<file path="config.mk">
export PLATFORM = sky130hd
export DESIGN_NAME = pipeline_ctrl_flat
export DESIGN_NICKNAME = d
export VERILOG_FILES = /design/src/rtl/pipeline_ctrl_pkg.sv /design/src/rtl/pipeline_ctrl_if.sv /design/src/rtl/pipeline_ctrl_sat_counter16.sv /design/src/rtl/pipeline_ctrl.sv /design/src/flat_wrapper.sv
export SDC_FILE = /design/constraint.sdc
export NUM_CORES = 1
export LEC_CHECK = 0
export CORE_ASPECT_RATIO = 1.1
export CORE_MARGIN = 5
export CORE_UTILIZATION = 28
export DETAILED_ROUTE_END_ITERATION = 10
export PLACE_DENSITY = 0.58
export SLEW_MARGIN = 20
export SYNTH_ARGS = -nofsm -noshare
export SYNTH_HDL_FRONTEND = slang
export SYNTH_HIERARCHICAL = 1
export SYNTH_SLANG_ARGS = --single-unit
</file>
<file path="constraint.sdc">
create_clock -name clk -period 2.83 [get_ports clk]
set_clock_uncertainty 0.15 [all_clocks]
set_input_delay 0.566 -clock clk [delete_from_list [all_inputs] [get_ports clk]]
set_output_delay 0.566 -clock clk [all_outputs]
set_load 0.02 [all_outputs]
</file>
<file path="src/rtl/pipeline_ctrl_pkg.sv">
// Shared definitions for the pipeline hazard/stall controller: state encoding,
// stage-control bundle and the load-use detect helper.
package pipeline_ctrl_pkg;

  localparam logic [1:0] ST_RUN        = 2'd0;
  localparam logic [1:0] ST_CACHE_WAIT = 2'd1;
  localparam logic [1:0] ST_REDIRECT   = 2'd2;

  localparam int WDOG_LIMIT_DEF = 255;
  localparam int STAT_W         = 16;

  typedef struct packed {
    logic pc_en;
    logic if_id_en;
    logic id_ex_en;
    logic ex_mem_en;
    logic mem_wb_en;
    logic if_id_flush;
    logic id_ex_flush;
    logic pc_redirect;
  } stage_ctrl_t;

  localparam stage_ctrl_t CTRL_RUN  = stage_ctrl_t'(8'b11111_000);
  localparam stage_ctrl_t CTRL_HOLD = stage_ctrl_t'(8'b00000_000);

  function automatic logic load_use(input logic mem_read, input logic [4:0] ex_rt,
                                    input logic [4:0] id_rs, input logic [4:0] id_rt);
    return mem_read && (ex_rt != 5'd0) && ((ex_rt == id_rs) || (ex_rt == id_rt));
  endfunction

endpackage

</file>
<file path="src/rtl/pipeline_ctrl_if.sv">
// Hazard inputs, stage-control outputs and statistics of the pipeline controller.
interface pipeline_ctrl_if;
  logic        icache_miss, dcache_miss, cache_ready;
  logic        ex_mispredict, ex_mem_read, clr_stats;
  logic [31:0] EX_TARGET;
  logic [4:0]  EX_RT, ID_RS, ID_RT;
  logic        pc_en, if_id_en, id_ex_en, ex_mem_en, mem_wb_en;
  logic        if_id_flush, id_ex_flush, pc_redirect;
  logic [31:0] REDIRECT_PC;
  logic        cache_timeout;
  logic [15:0] STALL_CYCLES, FLUSH_COUNT;

  modport master (
    output icache_miss, dcache_miss, cache_ready, ex_mispredict, ex_mem_read, clr_stats,
           EX_TARGET, EX_RT, ID_RS, ID_RT,
    input  pc_en, if_id_en, id_ex_en, ex_mem_en, mem_wb_en, if_id_flush, id_ex_flush,
           pc_redirect, REDIRECT_PC, cache_timeout, STALL_CYCLES, FLUSH_COUNT
  );

  modport slave (
    input  icache_miss, dcache_miss, cache_ready, ex_mispredict, ex_mem_read, clr_stats,
           EX_TARGET, EX_RT, ID_RS, ID_RT,
    output pc_en, if_id_en, id_ex_en, ex_mem_en, mem_wb_en, if_id_flush, id_ex_flush,
           pc_redirect, REDIRECT_PC, cache_timeout, STALL_CYCLES, FLUSH_COUNT
  );
endinterface

</file>
<file path="src/rtl/pipeline_ctrl_sat_counter16.sv">
// Statistics counter: saturating increment, synchronous clear wins over increment.
module sat_counter16
  import pipeline_ctrl_pkg::*;
(
  input  logic              clk,
  input  logic              reset,
  input  logic              clr,
  input  logic              inc,
  output logic [STAT_W-1:0] count
);

  always_ff @(posedge clk) begin
    if (!reset || clr)
      count <= '0;
    else if (inc && (count != {STAT_W{1'b1}}))
      count <= count + 1'b1;
  end

endmodule

</file>
<file path="src/rtl/pipeline_ctrl.sv">
// Pipeline stall/flush/redirect controller: cache-miss freeze, branch redirect,
// load-use bubble, watchdog on cache waits and stall/flush statistics.
module pipeline_ctrl
  import pipeline_ctrl_pkg::*;
#(
  parameter int WDOG_LIMIT = WDOG_LIMIT_DEF
) (
  input logic            clk,
  input logic            reset,
  pipeline_ctrl_if.slave bus
);

  logic [1:0]  state, state_nxt;
  logic        pend_valid;
  logic [31:0] pend_target;
  logic [7:0]  wdog;
  logic        timeout_q;
  logic        miss, lu;
  stage_ctrl_t ctrl;
  logic [31:0] redirect_pc;

  assign miss = bus.icache_miss | bus.dcache_miss;
  assign lu   = load_use(bus.ex_mem_read, bus.EX_RT, bus.ID_RS, bus.ID_RT);

  // While in reset the defaults (RUN outputs, no redirect) stand and inputs are ignored.
  always_comb begin
    ctrl        = CTRL_RUN;
    redirect_pc = '0;
    state_nxt   = state;
    if (reset) begin
      case (state)
        ST_RUN: begin
          if (miss) begin
            ctrl      = CTRL_HOLD;
            state_nxt = ST_CACHE_WAIT;
          end else if (bus.ex_mispredict) begin
            ctrl.if_id_flush = 1'b1;
            ctrl.id_ex_flush = 1'b1;
            ctrl.pc_redirect = 1'b1;
            redirect_pc      = bus.EX_TARGET;
          end else if (lu) begin
            ctrl.pc_en       = 1'b0;
            ctrl.if_id_en    = 1'b0;
            ctrl.id_ex_flush = 1'b1;
          end
        end
        ST_CACHE_WAIT: begin
          ctrl = CTRL_HOLD;
          if (bus.cache_ready)
            state_nxt = pend_valid ? ST_REDIRECT : ST_RUN;
        end
        ST_REDIRECT: begin
          ctrl.if_id_flush = 1'b1;
          ctrl.id_ex_flush = 1'b1;
          ctrl.pc_redirect = 1'b1;
          redirect_pc      = pend_target;
          state_nxt        = ST_RUN;
        end
        default: state_nxt = ST_RUN;
      endcase
    end
  end

  // A mispredict that coincides with a miss is parked and replayed after the fill.
  always_ff @(posedge clk) begin
    if (!reset) begin
      state       <= ST_RUN;
      pend_valid  <= 1'b0;
      pend_target <= '0;
      wdog        <= '0;
      timeout_q   <= 1'b0;
    end else begin
      state <= state_nxt;
      case (state)
        ST_RUN: begin
          if (miss) begin
            wdog       <= '0;
            pend_valid <= bus.ex_mispredict;
            if (bus.ex_mispredict)
              pend_target <= bus.EX_TARGET;
          end
        end
        ST_CACHE_WAIT: begin
          if (wdog != 8'hFF)
            wdog <= wdog + 8'd1;
          if (int'(wdog) + 1 >= WDOG_LIMIT)
            timeout_q <= 1'b1;
        end
        ST_REDIRECT: pend_valid <= 1'b0;
        default: ;
      endcase
    end
  end

  sat_counter16 u_stall (
    .clk   (clk),
    .reset (reset),
    .clr   (bus.clr_stats),
    .inc   (~ctrl.pc_en),
    .count (bus.STALL_CYCLES)
  );

  sat_counter16 u_flush (
    .clk   (clk),
    .reset (reset),
    .clr   (bus.clr_stats),
    .inc   (ctrl.pc_redirect),
    .count (bus.FLUSH_COUNT)
  );

  assign bus.pc_en         = ctrl.pc_en;
  assign bus.if_id_en      = ctrl.if_id_en;
  assign bus.id_ex_en      = ctrl.id_ex_en;
  assign bus.ex_mem_en     = ctrl.ex_mem_en;
  assign bus.mem_wb_en     = ctrl.mem_wb_en;
  assign bus.if_id_flush   = ctrl.if_id_flush;
  assign bus.id_ex_flush   = ctrl.id_ex_flush;
  assign bus.pc_redirect   = ctrl.pc_redirect;
  assign bus.REDIRECT_PC   = redirect_pc;
  assign bus.cache_timeout = timeout_q;

endmodule

</file>
<file path="src/flat_wrapper.sv">
// flat-port wrapper written by rule: the top's interface ports become plain ports
module pipeline_ctrl_flat import pipeline_ctrl_pkg::*;
#(
  parameter int WDOG_LIMIT = WDOG_LIMIT_DEF
)
  (clk, reset, bus_icache_miss, bus_dcache_miss, bus_cache_ready, bus_ex_mispredict, bus_ex_mem_read, bus_clr_stats, bus_EX_TARGET, bus_EX_RT, bus_ID_RS, bus_ID_RT, bus_pc_en, bus_if_id_en, bus_id_ex_en, bus_ex_mem_en, bus_mem_wb_en, bus_if_id_flush, bus_id_ex_flush, bus_pc_redirect, bus_REDIRECT_PC, bus_cache_timeout, bus_STALL_CYCLES, bus_FLUSH_COUNT);
  pipeline_ctrl_if bus_i ();
  input logic clk;
  input logic reset;
  input wire logic [$bits(bus_i.icache_miss)-1:0] bus_icache_miss;
  input wire logic [$bits(bus_i.dcache_miss)-1:0] bus_dcache_miss;
  input wire logic [$bits(bus_i.cache_ready)-1:0] bus_cache_ready;
  input wire logic [$bits(bus_i.ex_mispredict)-1:0] bus_ex_mispredict;
  input wire logic [$bits(bus_i.ex_mem_read)-1:0] bus_ex_mem_read;
  input wire logic [$bits(bus_i.clr_stats)-1:0] bus_clr_stats;
  input wire logic [$bits(bus_i.EX_TARGET)-1:0] bus_EX_TARGET;
  input wire logic [$bits(bus_i.EX_RT)-1:0] bus_EX_RT;
  input wire logic [$bits(bus_i.ID_RS)-1:0] bus_ID_RS;
  input wire logic [$bits(bus_i.ID_RT)-1:0] bus_ID_RT;
  output wire logic [$bits(bus_i.pc_en)-1:0] bus_pc_en;
  output wire logic [$bits(bus_i.if_id_en)-1:0] bus_if_id_en;
  output wire logic [$bits(bus_i.id_ex_en)-1:0] bus_id_ex_en;
  output wire logic [$bits(bus_i.ex_mem_en)-1:0] bus_ex_mem_en;
  output wire logic [$bits(bus_i.mem_wb_en)-1:0] bus_mem_wb_en;
  output wire logic [$bits(bus_i.if_id_flush)-1:0] bus_if_id_flush;
  output wire logic [$bits(bus_i.id_ex_flush)-1:0] bus_id_ex_flush;
  output wire logic [$bits(bus_i.pc_redirect)-1:0] bus_pc_redirect;
  output wire logic [$bits(bus_i.REDIRECT_PC)-1:0] bus_REDIRECT_PC;
  output wire logic [$bits(bus_i.cache_timeout)-1:0] bus_cache_timeout;
  output wire logic [$bits(bus_i.STALL_CYCLES)-1:0] bus_STALL_CYCLES;
  output wire logic [$bits(bus_i.FLUSH_COUNT)-1:0] bus_FLUSH_COUNT;
  assign bus_i.icache_miss = bus_icache_miss;
  assign bus_i.dcache_miss = bus_dcache_miss;
  assign bus_i.cache_ready = bus_cache_ready;
  assign bus_i.ex_mispredict = bus_ex_mispredict;
  assign bus_i.ex_mem_read = bus_ex_mem_read;
  assign bus_i.clr_stats = bus_clr_stats;
  assign bus_i.EX_TARGET = bus_EX_TARGET;
  assign bus_i.EX_RT = bus_EX_RT;
  assign bus_i.ID_RS = bus_ID_RS;
  assign bus_i.ID_RT = bus_ID_RT;
  assign bus_pc_en = bus_i.pc_en;
  assign bus_if_id_en = bus_i.if_id_en;
  assign bus_id_ex_en = bus_i.id_ex_en;
  assign bus_ex_mem_en = bus_i.ex_mem_en;
  assign bus_mem_wb_en = bus_i.mem_wb_en;
  assign bus_if_id_flush = bus_i.if_id_flush;
  assign bus_id_ex_flush = bus_i.id_ex_flush;
  assign bus_pc_redirect = bus_i.pc_redirect;
  assign bus_REDIRECT_PC = bus_i.REDIRECT_PC;
  assign bus_cache_timeout = bus_i.cache_timeout;
  assign bus_STALL_CYCLES = bus_i.STALL_CYCLES;
  assign bus_FLUSH_COUNT = bus_i.FLUSH_COUNT;
  pipeline_ctrl #(.WDOG_LIMIT(WDOG_LIMIT)) u_core (.clk(clk), .reset(reset), .bus(bus_i));
endmodule
</file>
Yosys cells after proc, flatten, opt, wreduce, memory -nomap -nowiden
Cells that the tools add are included.
Widths: inputs -> output; s select.
Operators by class
  reductions and logical operators: 16
  equal/unequal tests: 10
  magnitude comparators: 1
  add/subtract/negate cells: 4
  bitwise logic cells: 2
  mux-type cells: 24
Operators by type and width (number)
  $mux 32: 3
  $pmux 32 s2: 1
  $add 16x1->16 const B: 2
  $ge 32x9->1 const B: 1
  $ne 16x16->1 const B: 2
  $mux 8: 3
  $pmux 8 s2: 1
  $mux 2: 6
  $eq 5x5->1: 2
  $pmux 5 s2: 1
  $add 8x1->9 const B: 1
  $add 8x1->8 const B: 1
  $ne 8x8->1 const B: 1
  $mux 3: 2
  $pmux 3 s2: 1
  $reduce_and 2->1: 3
  $reduce_and 3->1: 2
  $reduce_bool 5->1: 1
  $logic_and 1x1->1: 4
  $mux 1: 4
  $ne 2x1->1 const B: 2
  $pmux 2 s2: 1
  $reduce_bool 2->1: 2
  $eq 2x1->1 const B: 1
  8 further kinds: 9
Word-level totals
  input bits: 55
  output and inout port bits: 73
  register bits: 76
  logic and storage cells: 64

Logic depth before layout (Yosys ltp)
  depth in word-level cells: 10
  depth in mapped cells: 9

Modules after synthesis
Netlist, hierarchy kept.
By module, submodules not included
  pipeline_ctrl: times used 1, area each 2484.9 um^2, cells each 343, seq. area each 880.8 um^2
  sat_counter16: times used 2, area each 862.1 um^2, cells each 94, seq. area each 320.3 um^2

Worst setup path after synthesis
No wires, ideal clock.
  path type: in2reg
  from: in reset
  to: reg u_core.u_flush.count[7]
  library setup time: 71 ps
  slack: 119 ps
  cell stages on the path: 8
  data arrival time: 2490 ps
  buffers on the path: 2
  required time: 2609 ps
  cells stage by stage: nand2b_1 > clkbuf_1 > clkbuf_1 > nor2_1 > and3_2 > nand3_1 > or4_1 > a21oi_1
Between the ends
  longest elaborated chain between the ends: 2
RTL lines
  start, declared: RTL line flat_wrapper.sv:9  | input logic reset;
  $mux 8 / $logic_not 1->1 (equally long branches)
  $logic_and 1x1->1 / $logic_or 1x1->1 (equally long branches): RTL line pipeline_ctrl_sat_counter16.sv:15, pipeline_ctrl_sat_counter16.sv:13
  end signal, assigned: RTL line pipeline_ctrl_sat_counter16.sv:16  | count <= count + 1'b1;
  end, declared: RTL line pipeline_ctrl_sat_counter16.sv:9  | output logic [STAT_W-1:0] count
Several ways; a longest one is shown, not always the timed one.
A chain may end at the register's enable or synchronous reset.

Final worst setup path
  from: in bus_EX_RT[3]
  to: out bus_pc_en
Between the ends
  longest elaborated chain between the ends: 8
RTL lines
  start, declared: RTL line flat_wrapper.sv:17  | input wire logic [$bits(bus_i.EX_RT)-1:0] bus_EX_RT;
  $eq 5x5->1 / $reduce_bool 5->1 (equally long branches): RTL line pipeline_ctrl_pkg.sv:28  | return mem_read && (ex_rt != 5'd0) && ((ex_rt == id_rs) || (ex_rt == id_rt));
  $logic_or 1x1->1 / $logic_and 1x1->1 (equally long branches): RTL line pipeline_ctrl_pkg.sv:28
  $logic_and 1x1->1 (*): RTL line pipeline_ctrl_pkg.sv:28
  $mux 2 (*): RTL line pipeline_ctrl.sv:41  | end else if (lu) begin
  $mux 2 (*): RTL line pipeline_ctrl.sv:36  | end else if (bus.ex_mispredict) begin
  $mux 2 (*): RTL line pipeline_ctrl.sv:33  | if (miss) begin
  $pmux 5 s2 (*): RTL line pipeline_ctrl.sv:31  | case (state)
  $mux 8 (*): RTL line pipeline_ctrl.sv:30  | if (reset) begin
  end, declared: RTL line flat_wrapper.sv:20  | output wire logic [$bits(bus_i.pc_en)-1:0] bus_pc_en;
Mark *: on every way between the ends. The rest lies on a longest branch, timed or not.

==> summary.md <==
| Metric | Value |
|---|---|
| Count of input and output buffers | `127` |
| Period utilisation layout | `0.975` |
| Total GRT Usage | `0.152` |
| Worst-path clk slew | `0.06 ns` |
| CP Capture Type | `output pin` |
| Crit-path max cell delay | `0.55 ns` |
| Root Driver | `clkbuf_16` |
| Slowest CP cell | `or4_4` |
| Starting Density | `0.282` |
| Longest Clk Path Bufs | `2` |
| Non-Filler Instances | `876` |
| Seq/Total Area, Yosys | `0.361` |
| Clock Latency Late Sink | `0.33 ns` |
| Total Nets Final | `733` |
| Final wirelength | `13.5 mm` |
| Synth async-reset ratio | `0` |
| Critical Path, Cell by Cell | `dlygate4sd2_1 -> or4_4 -> o21ai_4 -> or3_4 -> o21a_1 -> buf_4 -> buf_6` |
| Pint | `2.13 mW` |
| Initial antenna violation count | `0` |
| Slew Viols, Final | `0` |
| #FFs+latches synth | `76` |
| Mapped Nets | `590` |
| CORE AREA | `14900 sq um` |
| Xor and xnor fraction of the mapped netlist area | `0.0250` |
| CTS tree | `built` |
| Ranking of synthesized cells by area | `dfxtp_1 (36%), nand2_1 (7.8%), a21oi_1 (6.8%)` |
| Post-Syn Area | `4210 sq um` |
| Antenna-violating nets left | `0` |
| Distinct cells, synth | `51` |
| Combinational share of power | `0.123` |
| Synth Area in Compound Gates | `0.251` |
| CP bufs+invs | `3` |
| Max Cap Violations | `0` |
| Remaining Overflow, GRT | `0` |
| Synthesis Warnings | `6` |
| Cell Rows | `47` |
| First-pass GRT wire length | `22.3 mm` |
| TNS Setup | `0 ns` |
| Sequential share of power | `0.402` |
| DR iter-0 viols | `316` |
| Synthesized area per cell | `7.93 sq um` |
| Sinks on the clock net | `76` |
| P_leak | `2.31 nW` |
| Mux contribution to synthesized area | `0.00238` |
| Crit path launch type | `input port` |
| Die Y-Extent | `139 um` |
| Vias in the first global route | `4547` |
| RD Place Congestion | `0.862` |
| P_sw | `0.664 mW` |
| Number of buffers created by CTS | `9` |
| Crit Path Category | `in -> out` |
| EDFF count, synth | `0` |
| Hold Path Class | `reg -> reg` |
| Crit Path Max Fanout | `2` |
| DR vias | `4518` |
| Top cell type's share of synthesized area | `0.361` |
| Via-to-Cell Ratio | `5.16` |
| Req. time, crit path | `2.11 ns` |
| Worst hold slack | `0.305 ns` |
| Layout cells sized above 1 | `0.174` |
| Combinational family with the most area after synthesis | `simple AND/OR/NAND/NOR gates` |
| Worst R2R Setup Slack | `0.35 ns` |
| Setup-failing EPs final | `0` |
| Clock power frac | `0.475` |
| Syn Inst Count | `531` |
| Crit path DAT | `2.04 ns` |
| DP Cell Count | `857` |
| Largest net degree at the start of global routing | `40` |
| Cell family with most CP delay | `simple AND/OR/NAND/NOR gates` |
| Die width | `127 um` |
| DR WL/cell | `15.4 um` |
| RSZ-0062 raised after global routing | `no` |
| Total power | `2.79 mW` |
| Relative slew slack | `0.650` |
| # IOs | `128` |
| DP HPWL | `9.48 mm` |
| Switching share of power | `0.238` |
| Top FF cell, synth | `dfxtp_1` |
| Power Density | `449 nW/um^2` |
| Final min period | `2.76 ns` |
| Pre-antenna DRT Iters | `4` |
| Status | `completed` |
| Most common cell in the netlist | `nand2_1` |
| Most common library cells after synthesis | `nand2_1 (88), dfxtp_1 (76), a21oi_1 (57)` |
| Die area | `17600 sq um` |
| Synth Area in Adders | `0.0119` |
| DRC | `0` |
| H-Tree Depth | `3` |
| Area Growth Syn to Fin | `47.7%` |
| Leading area contributor after synthesis | `dfxtp_1` |
| Maximum clock frequency | `0.363 GHz` |
| Worst VDD drop | `0.000232 V` |
| Fin. Hold Viols | `0` |
| Worst Max-Slew Pin Slew | `0.525 ns` |
| Simple-Gate Fraction of Synth Area | `0.302` |
==> what timing repair did <==
| item | CTS | global route |
|---|---|---|
| setup buffers | 1 | 0 |
| endpoints found under the setup margin | 49 | 41 |
| cloned | 1 | 0 |
| pin swaps | 3 | 1 |
| hold buffers | 0 | 0 |
| gates resized for setup | 136 | 9 |
==> power by group through the flow <==
stage / clock network, mW / logic, mW / registers [mW]
3_3_place_gp: 0 / 0.337 / 1.14
3_5_place_dp: 0 / 0.340 / 1.14
5_1_grt: 1.41 / 0.377 / 1.12
2_1_floorplan: 0 / 0.166 / 1.14
6_report: 1.33 / 0.344 / 1.12
4_1_cts: 1.38 / 0.344 / 1.12
==> sequential cells by signal (all words and copies together) (netlist names) <==
register,flops
u_core/pend_target,32
u_core/u_flush/count,16
u_core/u_stall/count,16
u_core/wdog,8
u_core/state,2
u_core/bus.cache_timeout,1
u_core/pend_valid,1
==> kinds of logic (layout without fill, tap and decap cells) <==
group           after synthesis  count (layout)
simple gates                239             239
compound gates              160             160
flops                        76              76
buf+inv                      39             187
xor+xnor                     12              12
fa+ha+maj                     4               4
mux                           1               1
other cells                   0               1
==> cell usage in the layout, fill, tap and decap left out, drive strengths merged, types with 2 or more instances in the layout <==
master	n
nand2	88
o211ai	2
o21ai	21
ha	4
dlygate4sd2	10
o311ai	7
dlymetal6s2s	4
and4	10
dfxtp	76
clkbuf	10
nand4	14
nor2	51
clkdlybuf4s15	16
nor2b	4
or3	8
a41o	3
a22oi	33
a21oi	57
bufinv	3
or2	4
inv	5
o21a	5
or4	9
o41ai	8
nand3	20
o31ai	8
xor2	12
o31a	2
buf	57
a31oi	10
nor3	9
clkdlybuf4s50	78
nand4b	2
and2	7
nand2b	4
and3	5
nor4	3
clkinv	3
==> tightest hold or removal path, stage by stage (launching register included) <==
cell	delay, ns
dfxtp_1	0.31
nand2_1	0.05
a21oi_1	0.05
==> worst paths after layout <==
kind	startpoint	endpoint	cells past startpoint
max reg2reg	u_core/state[1]$_SDFFE_PN0P_	u_core/u_stall/count[15]$_SDFFE_PP0P_	8
max	bus_EX_RT[3]	bus_pc_en	7
min	u_core/pend_target[3]$_SDFFE_PN0P_	u_core/pend_target[3]$_SDFFE_PN0P_	2
min reg2reg	u_core/pend_target[3]$_SDFFE_PN0P_	u_core/pend_target[3]$_SDFFE_PN0P_	2
==> metal layers <==
metal  vias up  track usage  wire length (um)
met5         -            0                 0
met4         0       0.0542               213
met3        17       0.0412               815
met2       124        0.245              6200
met1      2133        0.195              6240
li1       2244            -                 -
==> per-stage QoR <==
step | setup slack (ns) | utilization | area, sq um
floorplan | 0.119 | - | 4210
global placement | -0.469 | 0.392 | 5850
detailed placement | -0.551 | 0.392 | 5850
CTS | -0.00159 | 0.414 | 6190
global route | 0.0110 | 0.416 | 6210
finish | 0.0717 | 0.416 | 6220
==> layout make-up <==
| cell class | count | area [sq um] |
|---|---|---|
| fill | 1553 | 8720 |
| multi-input combinational | 416 | 2540 |
| timing repair buffer | 166 | 1550 |
| sequential | 76 | 1520 |
| tap | 196 | 245 |
| clock buffer | 10 | 229 |
| clock inverter | 6 | 113 |
| inverter | 5 | 18.8 |
| antenna | 1 | 2.50 |
No activity file was read; power rests on OpenSTA's default activity.
